===== src/rtl/phase_change_monitor.sv =====
// Per-channel phase-change detector with modular direction, saturating event
// count and a network-stable flag raised after a programmable quiet interval.
module phase_change_monitor #(
    parameter int N_CH          = 8,
    parameter int PH_W          = 4,
    parameter int STABLE_CYCLES = 16,
    parameter int CNT_W         = 8
) (
    input  logic                   clk,
    input  logic                   rst_n,
    input  logic                   en,
    input  logic                   clear,
    input  logic [N_CH*PH_W-1:0]   phase,
    output logic [N_CH-1:0]        changed,
    output logic [N_CH-1:0]        dir_adv,
    output logic                   any_changed,
    output logic [CNT_W-1:0]       change_count,
    output logic                   stable
);

    localparam int Q_W   = $clog2(STABLE_CYCLES + 1);
    localparam int PC_W  = $clog2(N_CH + 1);
    localparam int SUM_W = CNT_W + PC_W;
    localparam logic [Q_W-1:0]   Q_MAX   = Q_W'(STABLE_CYCLES);
    localparam logic [SUM_W-1:0] CNT_SAT = SUM_W'({CNT_W{1'b1}});

    logic [N_CH*PH_W-1:0]       prev;
    logic                       primed;
    logic [Q_W-1:0]             quiet;

    logic [N_CH-1:0][PH_W-1:0]  diff;
    logic [N_CH-1:0]            chg_next;
    logic [N_CH-1:0]            adv_next;
    logic [PC_W-1:0]            pop;
    logic [SUM_W-1:0]           sum;
    logic [CNT_W-1:0]           cnt_next;
    logic [Q_W-1:0]             quiet_next;

    // Modular difference: the top bit of d separates advance from retard,
    // so the exact half-turn falls on the retard side.
    for (genvar i = 0; i < N_CH; i++) begin : g_ch
        assign diff[i]     = phase[i*PH_W +: PH_W] - prev[i*PH_W +: PH_W];
        assign chg_next[i] = |diff[i];
        assign adv_next[i] = (|diff[i]) & ~diff[i][PH_W-1];
    end

    always_comb begin
        pop = '0;
        for (int i = 0; i < N_CH; i++) begin
            pop = pop + PC_W'(chg_next[i]);
        end
        sum      = SUM_W'(change_count) + SUM_W'(pop);
        cnt_next = (sum > CNT_SAT) ? {CNT_W{1'b1}} : sum[CNT_W-1:0];
        if (|chg_next) begin
            quiet_next = '0;
        end else if (quiet < Q_MAX) begin
            quiet_next = quiet + 1'b1;
        end else begin
            quiet_next = quiet;
        end
    end

    always_ff @(posedge clk or negedge rst_n) begin
        if (!rst_n) begin
            prev         <= '0;
            primed       <= 1'b0;
            quiet        <= '0;
            changed      <= '0;
            dir_adv      <= '0;
            any_changed  <= 1'b0;
            change_count <= '0;
            stable       <= 1'b0;
        end else if (clear) begin
            prev         <= '0;
            primed       <= 1'b0;
            quiet        <= '0;
            changed      <= '0;
            dir_adv      <= '0;
            any_changed  <= 1'b0;
            change_count <= '0;
            stable       <= 1'b0;
        end else if (en && !primed) begin
            prev        <= phase;
            primed      <= 1'b1;
            changed     <= '0;
            dir_adv     <= '0;
            any_changed <= 1'b0;
        end else if (en) begin
            prev         <= phase;
            changed      <= chg_next;
            dir_adv      <= adv_next;
            any_changed  <= |chg_next;
            change_count <= cnt_next;
            quiet        <= quiet_next;
            stable       <= (quiet_next == Q_MAX);
        end else begin
            changed     <= '0;
            dir_adv     <= '0;
            any_changed <= 1'b0;
        end
    end

endmodule


===== config.mk =====
export PLATFORM = sky130hd
export DESIGN_NAME = phase_change_monitor
export DESIGN_NICKNAME = d
export VERILOG_FILES = /design/src/rtl/phase_change_monitor.sv
export SDC_FILE = /design/constraint.sdc
export NUM_CORES = 1
export LEC_CHECK = 0
export CORE_MARGIN = 4
export CORE_UTILIZATION = 54
export CTS_CLUSTER_DIAMETER = 80
export DETAILED_ROUTE_END_ITERATION = 7
export GPL_ROUTABILITY_DRIVEN = 0
export GPL_TIMING_DRIVEN = 0
export PLACE_DENSITY_LB_ADDON = 0.1
export SLEW_MARGIN = 10
export SYNTH_ARGS = -nofsm -noshare
export SYNTH_HDL_FRONTEND = slang
export SYNTH_SLANG_ARGS = --single-unit

===== constraint.sdc =====
create_clock -name clk -period 5.22 [get_ports clk]
set_clock_uncertainty 0.05 [all_clocks]
set_input_delay 1.566 -clock clk [delete_from_list [all_inputs] [get_ports clk]]
set_output_delay 1.566 -clock clk [all_outputs]
set_load 0.02 [all_outputs]

; Word level (Yosys, flattened, before mapping)
; Cells that the tools add are included.
[op_classes]
eq_ne = 2
mux = 26
reduce_logical = 15
order_cmp = 2
bitwise_logic = 16
add_sub_neg = 17
[op_table]
columns = operator, count
row1 = 32-bit two-way mux, 3
row2 = 8-bit two-way mux, 10
row3 = 32-bit OR reduction, 1
row4 = 4-bit OR reduction, 8
row5 = 4-bit subtractor, 8
row6 = 5-bit two-way mux, 5
row7 = 4-bit by 1-bit adder with 4-bit output, 4
row8 = 8-bit by 4-bit adder with 9-bit output, 1
row9 = 9-bit by 8-bit > comparator with 1-bit output (second input constant), 1
row10 = 1-bit bitwise AND, 8
row11 = 1-bit two-way mux, 8
row12 = 1-bit inverter, 8
row13 = 5-bit by 1-bit adder with 5-bit output (second input constant), 1
row14 = 5-bit equality test (second input constant), 1
row15 = 5-bit less-than comparator (second input constant), 1
row16 = 3-bit by 1-bit adder with 4-bit output, 1
row17 = 2-bit nonzero test, 2
row18 = 2-bit by 1-bit adder with 3-bit output, 1
row19 = 3-bit nonzero test, 1
row20 = 1-bit by 1-bit adder with 2-bit output, 1
row21 = 2-bit inequality test (second input constant), 1
row22 = 2-bit AND reduction, 1
row23 = 1-bit logical AND, 1
row24 = 1-bit zero test, 1
[totals]
inputBits = 36
ff_bits = 64
out_inout_bits = 26

; Depth between registers and ports, before layout
; Gate-level depths: netlist of run 1.
[depth]
word_depth = 15
depth_mapped = 19
mapped_depth_nobuf = 18

; Worst setup path after synthesis of run 1
; Ideal clock, no wire load.
[synth_timing]
kind = input port to flip-flop
startpoint = input port phase[2]
endpoint = register change_count[0]
setup_time_ns = 0.099
arrival_time_ns = 5.531
setup_slack_ns = -0.460
required_time_ns = 5.071
cell_stages = 16
cell_sequence = ha_1 a21oi_1 nand3_2 a211oi_4 fa_1 fa_1 fa_1 fa_1 inv_1 fa_1 a21oi_1 nor2_1 nor2_1 or3_1 clkbuf_1 a311oi_1
[synth_via]
elab_chain_len = 15
[synth_lines]
columns = element, line_no
row1 = start: declaration, 13  ; input logic [N_CH*PH_W-1:0] phase,
row2 = 4-bit subtractor *, 42  ; assign diff[i] = phase[i*PH_W +: PH_W] - prev[i*PH_W +: PH_W];
row3 = 4-bit OR reduction *, 43  ; assign chg_next[i] = |diff[i];
row4 = 1-bit by 1-bit adder with 2-bit output *, 50  ; pop = pop + PC_W'(chg_next[i]);
row5 = 2-bit by 1-bit adder with 3-bit output *, 50
row6 = 3-bit by 1-bit adder with 4-bit output *, 50
row7 = 4-bit by 1-bit adder with 4-bit output * (4 in a row), 50
row8 = 8-bit by 4-bit adder with 9-bit output *, 52  ; sum = SUM_W'(change_count) + SUM_W'(pop);
row9 = 9-bit by 8-bit > comparator with 1-bit output, 53  ; cnt_next = (sum > CNT_SAT) ? {CNT_W{1'b1}} : sum[CNT_W-1:0];
row10 = 8-bit two-way mux *, 53
row11 = 8-bit two-way mux *, 88  ; end else if (en) begin
row12 = 8-bit two-way mux *, 82  ; end else if (en && !primed) begin
row13 = 8-bit two-way mux *, 73  ; end else if (clear) begin
row14 = end signal: assignment, 93  ; change_count <= cnt_next;
row15 = end: declaration, 17  ; output logic [CNT_W-1:0] change_count,
; Mark *: on every way between the ends. The rest lies on a longest branch, timed or not. The select of a mux whose other input is x is not followed.
; A chain may end at the register's enable or synchronous reset.

; Worst setup path after layout of run 1
[layout_timing]
startpoint = input port phase[10]
endpoint = register change_count[3]
[layout_via]
elab_chain_len = 14
[layout_lines]
columns = element, line_no
row1 = 4-bit subtractor *, 42
row2 = 4-bit OR reduction *, 43
row3 = 2-bit by 1-bit adder with 3-bit output *, 50
row4 = 3-bit by 1-bit adder with 4-bit output *, 50
row5 = 4-bit by 1-bit adder with 4-bit output * (4 in a row), 50
row6 = 8-bit by 4-bit adder with 9-bit output *, 52
row7 = 9-bit by 8-bit > comparator with 1-bit output, 53
row8 = 8-bit two-way mux *, 53
row9 = 8-bit two-way mux *, 88
row10 = 8-bit two-way mux *, 82
row11 = 8-bit two-way mux *, 73
; Marked as above.

==> qor.txt, run 1 <==
status -> finished, violations left
failing checks -> negative setup slack
mux contribution to synthesized area -> 9.31%
grt ovf -> 0
Reg area -> 1600 sq um
critical path data arrival time -> 5.60 ns
min-delay worst type -> reg2reg
leading area contributor after synthesis -> dfrtp_1
CTS buffer count -> 9
antenna fix cells -> 0
commonest non-fill, non-tap cell in the layout -> dfrtp_1
Synth Area in Compound Gates -> 9.15%
Post-synth EDFFs -> 0
fmax -> 0.185 GHz
drt wl/cell -> 15.2 microns
Slowest cell on crit path -> fa_1
post-layout util -> 73.4%
Max Buffers Root-to-Sink -> 2
Worst-path clk slew -> 0.07 ns
largest family of logic cells by synthesized area -> simple AND/OR/NAND/NOR gates
full die area -> 8360 sq um
Setup TNS Final -> -1.18 ns
pwr/cell area -> 271 nW/um^2
total track usage -> 21.4%
CP max stage delay -> 0.54 ns
unique cell type count in the Yosys netlist -> 42
DR vias/cell -> 5.27
Root Driver -> clkbuf_8
vias post-DR -> 2948
footprint of the multi-input gates -> 2160 sq um
Synth top area share -> 42.6%
max-slew violation count -> 0
CP cell instances -> buf_6, ha_4, nand3b_1, a21o_1, a211oi_4, fa_1, fa_1, fa_1, fa_2, inv_2, fa_2, a21oi_2, nor2_1, nor2_2, or3_4, a311oi_2
drc violations -> 0
Syn Area/Cell -> 10.0 sq um
Peak VDD IR -> 179 uV
Final WS setup -> -0.193 ns
RSZ-0062 raised after global routing -> true
Slew headroom -> 45.7%
ranking of synthesized cells by area -> dfrtp_1, ha_1, mux2i_1
HPWL reported at the end of detailed placement -> 6000 microns
Most used DFF post-synth -> dfrtp_1
most frequent cells in the layout -> dfrtp_1, nor2_1, clkdlybuf4s50_1
Seq cells post-synth -> 64
Simple-Gate Fraction of Synth Area -> 17.2%
Gate Count Post-Synth -> 375
CP Class -> in2reg
CP delay by family, top -> adder cells
Initial Util -> 55.4%
Total Wirelength -> 8510 microns
Max-Cap Viols -> 0
CTS tree -> built
Routed Antenna Nets -> 0
asr flop ratio synth -> 100%
H-tree Lvls -> 3
total chip power -> 1.35 mW
XOR/XNOR share of the synthesized area -> 4.19%
largest net degree at the start of global routing -> 45
First-pass DRT Iterations -> 4
final setup vio count -> 8
Post-Syn Area -> 3760 sq um
fin crit period -> 5.41 ns
initial antenna violation count -> 0
Critical Path End Type -> flip-flop
I/O pin total -> 62
Final #Nets -> 530
post-cts hold buffer count -> 0
vias in the first global route -> 3048
IO Port Bufs -> 59
first-pass GRT wire length -> 14200 microns
adder-cell share of the synthesized area -> 13.0%
endpoints failing hold -> 0
register area share after synthesis -> 42.6%
Syn. warnings -> 0
Mapped Nets -> 447
Critical Path Source Type -> input port
critical path buffer and inverter count -> 2
period utilization -> 104%
CP required -> 5.41 ns
R2R Setup Slk -> 0.70 ns
clk_lat worst skew -> 0.34 ns
clk sink count -> 64
Die W -> 91.5 microns
Pleak -> 2.27 nW
CP max FO -> 6
fillers -> 492
Detailed Route Iter0 Violations -> 106
Rows -> 30
proportion of layout cells with a drive suffix above 1 -> 16.8%
Worst Tran Pin Value -> 0.814 ns
Syn-to-layout area delta -> 32.7%
crit-path most repeated cell -> fa_1
Core Area -> 6790 sq um
Die Span Y -> 91.5 microns
-- flip-flops by register name (all words and copies together) (netlist names) --
register and count:
change_count 8, primed 1, quiet 5, any_changed 1, dir_adv 8, changed 8, stable 1, prev 32
-- cell families (layout without fill, tap and decap cells) --
group / Yosys count / count (layout)
compound gates: 47 / 47
mux: 35 / 35
flops: 64 / 64
fa+ha+maj: 36 / 36
xor+xnor: 18 / 18
simple gates: 130 / 130
buf+inv: 45 / 133
-- cells in the mapped netlist (5+ instances only) --
master and n:
nand2_1 16, nor2_1 64, o21ai_0 6, nor2b_1 8
ha_1 31, a21o_1 5, clkbuf_1 8, a211oi_1 6
dfrtp_1 64, xor2_1 7, fa_1 5, mux2i_1 35
nand3_1 10, xnor2_1 11, nand3b_1 8, inv_1 32
a21oi_1 13
-- worst paths after layout --
check                                     start                           to  cells after the start
min                        prev[18]$_DFFE_PN0P_         prev[18]$_DFFE_PN0P_                      2
min in group asynchronous                 rst_n          prev[5]$_DFFE_PN0P_                      1
max reg2reg                 prev[2]$_DFFE_PN0P_  change_count[3]$_DFFE_PN0P_                     16
max in group asynchronous                 rst_n  change_count[3]$_DFFE_PN0P_                      2
max                                   phase[10]  change_count[3]$_DFFE_PN0P_                     16
min reg2reg                prev[18]$_DFFE_PN0P_         prev[18]$_DFFE_PN0P_                      2
-- final cells by class --
class / count / share of cell area, %
Sequential cell: 64 / 32.1
Clock inverter: 2 / 1.20
Tap cell: 96 / 2.41
Buffer: 12 / 0.953
Inverter: 32 / 2.41
Timing Repair Buffer: 73 / 14.2
Clock buffer: 14 / 3.46
Multi-Input combinational cell: 266 / 43.3
-- routing by layer --
| layer | wire (microns) | up-vias | global-route usage [%] |
|---|---|---|---|
| met5 | 0 | - | 0 |
| met4 | 140 | 0 | 8.54 |
| met3 | 281 | 17 | 3.65 |
| met2 | 4300 | 47 | 35.8 |
| met1 | 3790 | 1448 | 27.4 |
| li1 | - | 1436 | - |
-- power by group --
group | switching (mW) | total (mW) | leakage (nW) | internal, mW
Combinational | 0.174 | 0.323 | 1.29 | 0.149
Clock | 0.190 | 0.499 | 0.117 | 0.309
Sequential | 0.0132 | 0.531 | 0.864 | 0.517
-- worst reg2reg max path, stage by stage, from the launching register on --
cell	delay, ns
dfrtp_1	0.38
inv_1	0.10
ha_4	0.22
a21oi_2	0.17
nand3_2	0.13
a211oi_4	0.32
fa_1	0.46
fa_1	0.55
fa_1	0.45
fa_2	0.38
inv_2	0.06
fa_2	0.20
a21oi_2	0.06
nor2_1	0.11
nor2_2	0.06
or3_4	0.45
a311oi_2	0.26
-- through the flow --
stage / worst slack [ns] / instances / instance area, sq um / hold slack [ns]
floorplan: -0.363 / 375 / 3830 / 0.424
global placement: -1.18 / 530 / 4540 / 0.442
detailed placement: -1.20 / 531 / 4560 / 0.462
CTS: -0.166 / 557 / 4950 / 0.476
global route: -0.373 / 559 / 4990 / 0.511
finish: -0.193 / 559 / 4990 / 0.475
-- timing repair --
item	CTS	global route
gates resized for setup	52	6
cloned	0	0
endpoints found under the setup margin	8	8
buffers inserted	11	2
pin swaps	28	3
Note: power is estimated with default switching activity, not from simulation.
==> run 2, diff against run 1 <==
- ABC_AREA: unset -> 0
- PLACE_DENSITY: unset -> 0.81
- PLACE_DENSITY_LB_ADDON: 0.1 -> unset
==> qor.txt, run 2 (synthesis results as in run 1) <==
H-tree Lvls -> 3 (unchanged)
clk_lat worst skew -> 0.34 ns (about the same)
critical path data arrival time -> 5.70 ns (+0.10 ns)
commonest non-fill, non-tap cell in the layout -> dfrtp_1
proportion of layout cells with a drive suffix above 1 -> 15.7% (-1.2 points)
drc violations -> 0 (unchanged)
Final #Nets -> 527 (-0.57%)
R2R Setup Slk -> 0.62 ns (-0.08 ns)
clk sink count -> 64 (unchanged)
Max-Cap Viols -> 0 (unchanged)
Reg area -> 1600 sq um (unchanged)
initial antenna violation count -> 0 (unchanged)
CP max FO -> 6 (unchanged)
Detailed Route Iter0 Violations -> 162 (+53%)
Worst Tran Pin Value -> 0.825 ns (+0.0109 ns)
Peak VDD IR -> 154 uV (-14%)
status -> finished, violations left
vias post-DR -> 2962 (+0.47%)
max-slew violation count -> 0 (unchanged)
hold_ws -> 0.445 ns (-0.0301 ns)
Final Non-Filler Cells -> 556 (-0.54%)
placed inst area -> 4530 sq um (-0.60%)
fillers -> 472 (-4.1%)
total chip power -> 1.29 mW (-4.4%)
fin crit period -> 5.52 ns (+0.104 ns)
register with the most flip-flops -> prev
First-pass DRT Iterations -> 4 (unchanged)
Slew headroom -> 45.0% (-0.73 points)
CP required -> 5.40 ns (about the same)
CP startpoint -> phase[2]
Total Wirelength -> 8330 microns (-2.1%)
failing checks -> negative setup slack
full die area -> 8360 sq um (unchanged)
RSZ-0062 raised after global routing -> true
most frequent cells in the layout -> dfrtp_1, nor2_1, clkdlybuf4s50_1
Critical Path Source Type -> input port
DR vias/cell -> 5.33 (+1.0%)
reg2reg start -> prev[2]$_DFFE_PN0P_
drt wl/cell -> 15.0 microns (-1.6%)
CTS buffer count -> 9 (unchanged)
Worst Setup EP -> change_count[3]$_DFFE_PN0P_
footprint of the multi-input gates -> 2150 sq um (-0.35%)
Initial Util -> 55.4% (unchanged)
endpoints failing hold -> 0 (unchanged)
first-pass GRT wire length -> 13900 microns (-2.1%)
largest net degree at the start of global routing -> 65 (+44%)
post-layout util -> 72.2% (-1.2 points)
antenna fix cells -> 0 (unchanged)
CP Class -> in2reg
pwr/cell area -> 264 nW/um^2 (-2.8%)
grt ovf -> 0 (unchanged)
Die W -> 91.5 microns (unchanged)
Critical Path End Type -> flip-flop
Final WS setup -> -0.296 ns (-0.104 ns)
worst reg2reg path endpoint -> change_count[3]$_DFFE_PN0P_
Max Buffers Root-to-Sink -> 2 (unchanged)
number of flip-flops in the largest register -> 32 (unchanged)
Routed Antenna Nets -> 0 (unchanged)
period utilization -> 106% (+2.0 points)
placed cells -> 530 (-0.19%)
post-cts hold buffer count -> 0 (unchanged)
IO Port Bufs -> 59 (unchanged)
CTS tree -> built
fmax -> 0.181 GHz (-1.9%)
total track usage -> 20.8% (-0.59 points)
Rows -> 30 (unchanged)
Core Area -> 6790 sq um (unchanged)
vias in the first global route -> 3049 (+0.033%)
hold path startpoint -> stable$_DFFE_PN0P_
final setup vio count -> 8 (unchanged)
HPWL reported at the end of detailed placement -> 5930 microns (-1.3%)
Pleak -> 2.24 nW (-1.3%)
min-delay worst type -> reg2reg
FF-to-FF path depth -> 16 (unchanged)
Syn-to-layout area delta -> 30.4%
Root Driver -> clkbuf_8
Final Cell Area -> 4910 sq um (-1.7%)
Die Span Y -> 91.5 microns (unchanged)
Worst-path clk slew -> 0.07 ns (about the same)
I/O pin total -> 62 (unchanged)
run 2: changes by cell type in the layout (fill, tap and decap cells not counted), sizes merged:
| cell | delta |
|---|---|
| buf | -3 |
| dlygate4sd2 | -3 |
| clkbuf | -1 |
| clkdlybuf4s50 | +2 |
| bufinv | -1 |
| clkinv | +2 |
| clkdlybuf4s15 | +1 |
run 2: metal layers:
metal	wire (microns)	up-vias	share of wire [%]	global-route usage (%)
met1	3700	1441	44	26.5
met2	4190	75	50	35.2
met4	159	0	1.9	6.91
met5	0	-	0	0
met3	273	13	3.3	4.14
li1	-	1433	-	-
run 2: worst min path at each step:
stage,to,slack (ns),cells after the start
6_report,stable$_DFFE_PN0P_,0.44,2
5_1_grt,stable$_DFFE_PN0P_,0.47,2
4_1_cts,stable$_DFFE_PN0P_,0.45,2
3_5_place_dp,stable$_DFFE_PN0P_,0.44,2
3_3_place_gp,stable$_DFFE_PN0P_,0.43,2
2_1_floorplan,primed$_DFFE_PN0P_,0.42,2
run 2: cell type report:
type / count / area share (%)
plain buffers: 12 / 0.969
clock buffers: 13 / 3.24
clock inverters: 3 / 0.816
inverters: 32 / 2.45
multi-input cells: 266 / 43.9
flip-flops and latches: 64 / 32.6
well taps: 96 / 2.45
repair buffers: 70 / 13.5
run 2: timing repair:
item / 4_1_cts / 5_1_grt
setup buffers: 7 / 4
pin swaps: 25 / 15
cloned: 0 / 0
resized for setup: 44 / 13
endpoints found under the setup margin: 8 / 8
run 2: critical path: stages:
cell,delay [ns]
buf_8,0.10
ha_4,0.28
nand3b_1,0.11
a21o_1,0.24
a211oi_4,0.28
fa_1,0.49
fa_1,0.51
fa_1,0.53
fa_2,0.42
inv_2,0.06
fa_2,0.21
a21oi_2,0.07
nor2_2,0.13
nor2_2,0.06
or3_4,0.38
a311oi_2,0.26
run 2: stage by stage:
step	TNS, ns	setup WS [ns]
finish	-2.01	-0.296
global route	-3.39	-0.454
CTS	-0.998	-0.185
detailed placement	-8.52	-1.16
global placement	-8.07	-1.12
floorplan	-2.23	-0.363
run 2: power breakdown:
group | internal, mW | switching [mW] | total [mW]
Sequential | 0.517 | 0.0128 | 0.530
Clock | 0.246 | 0.187 | 0.433
Combinational | 0.152 | 0.178 | 0.330
Total | 0.915 | 0.378 | 1.29
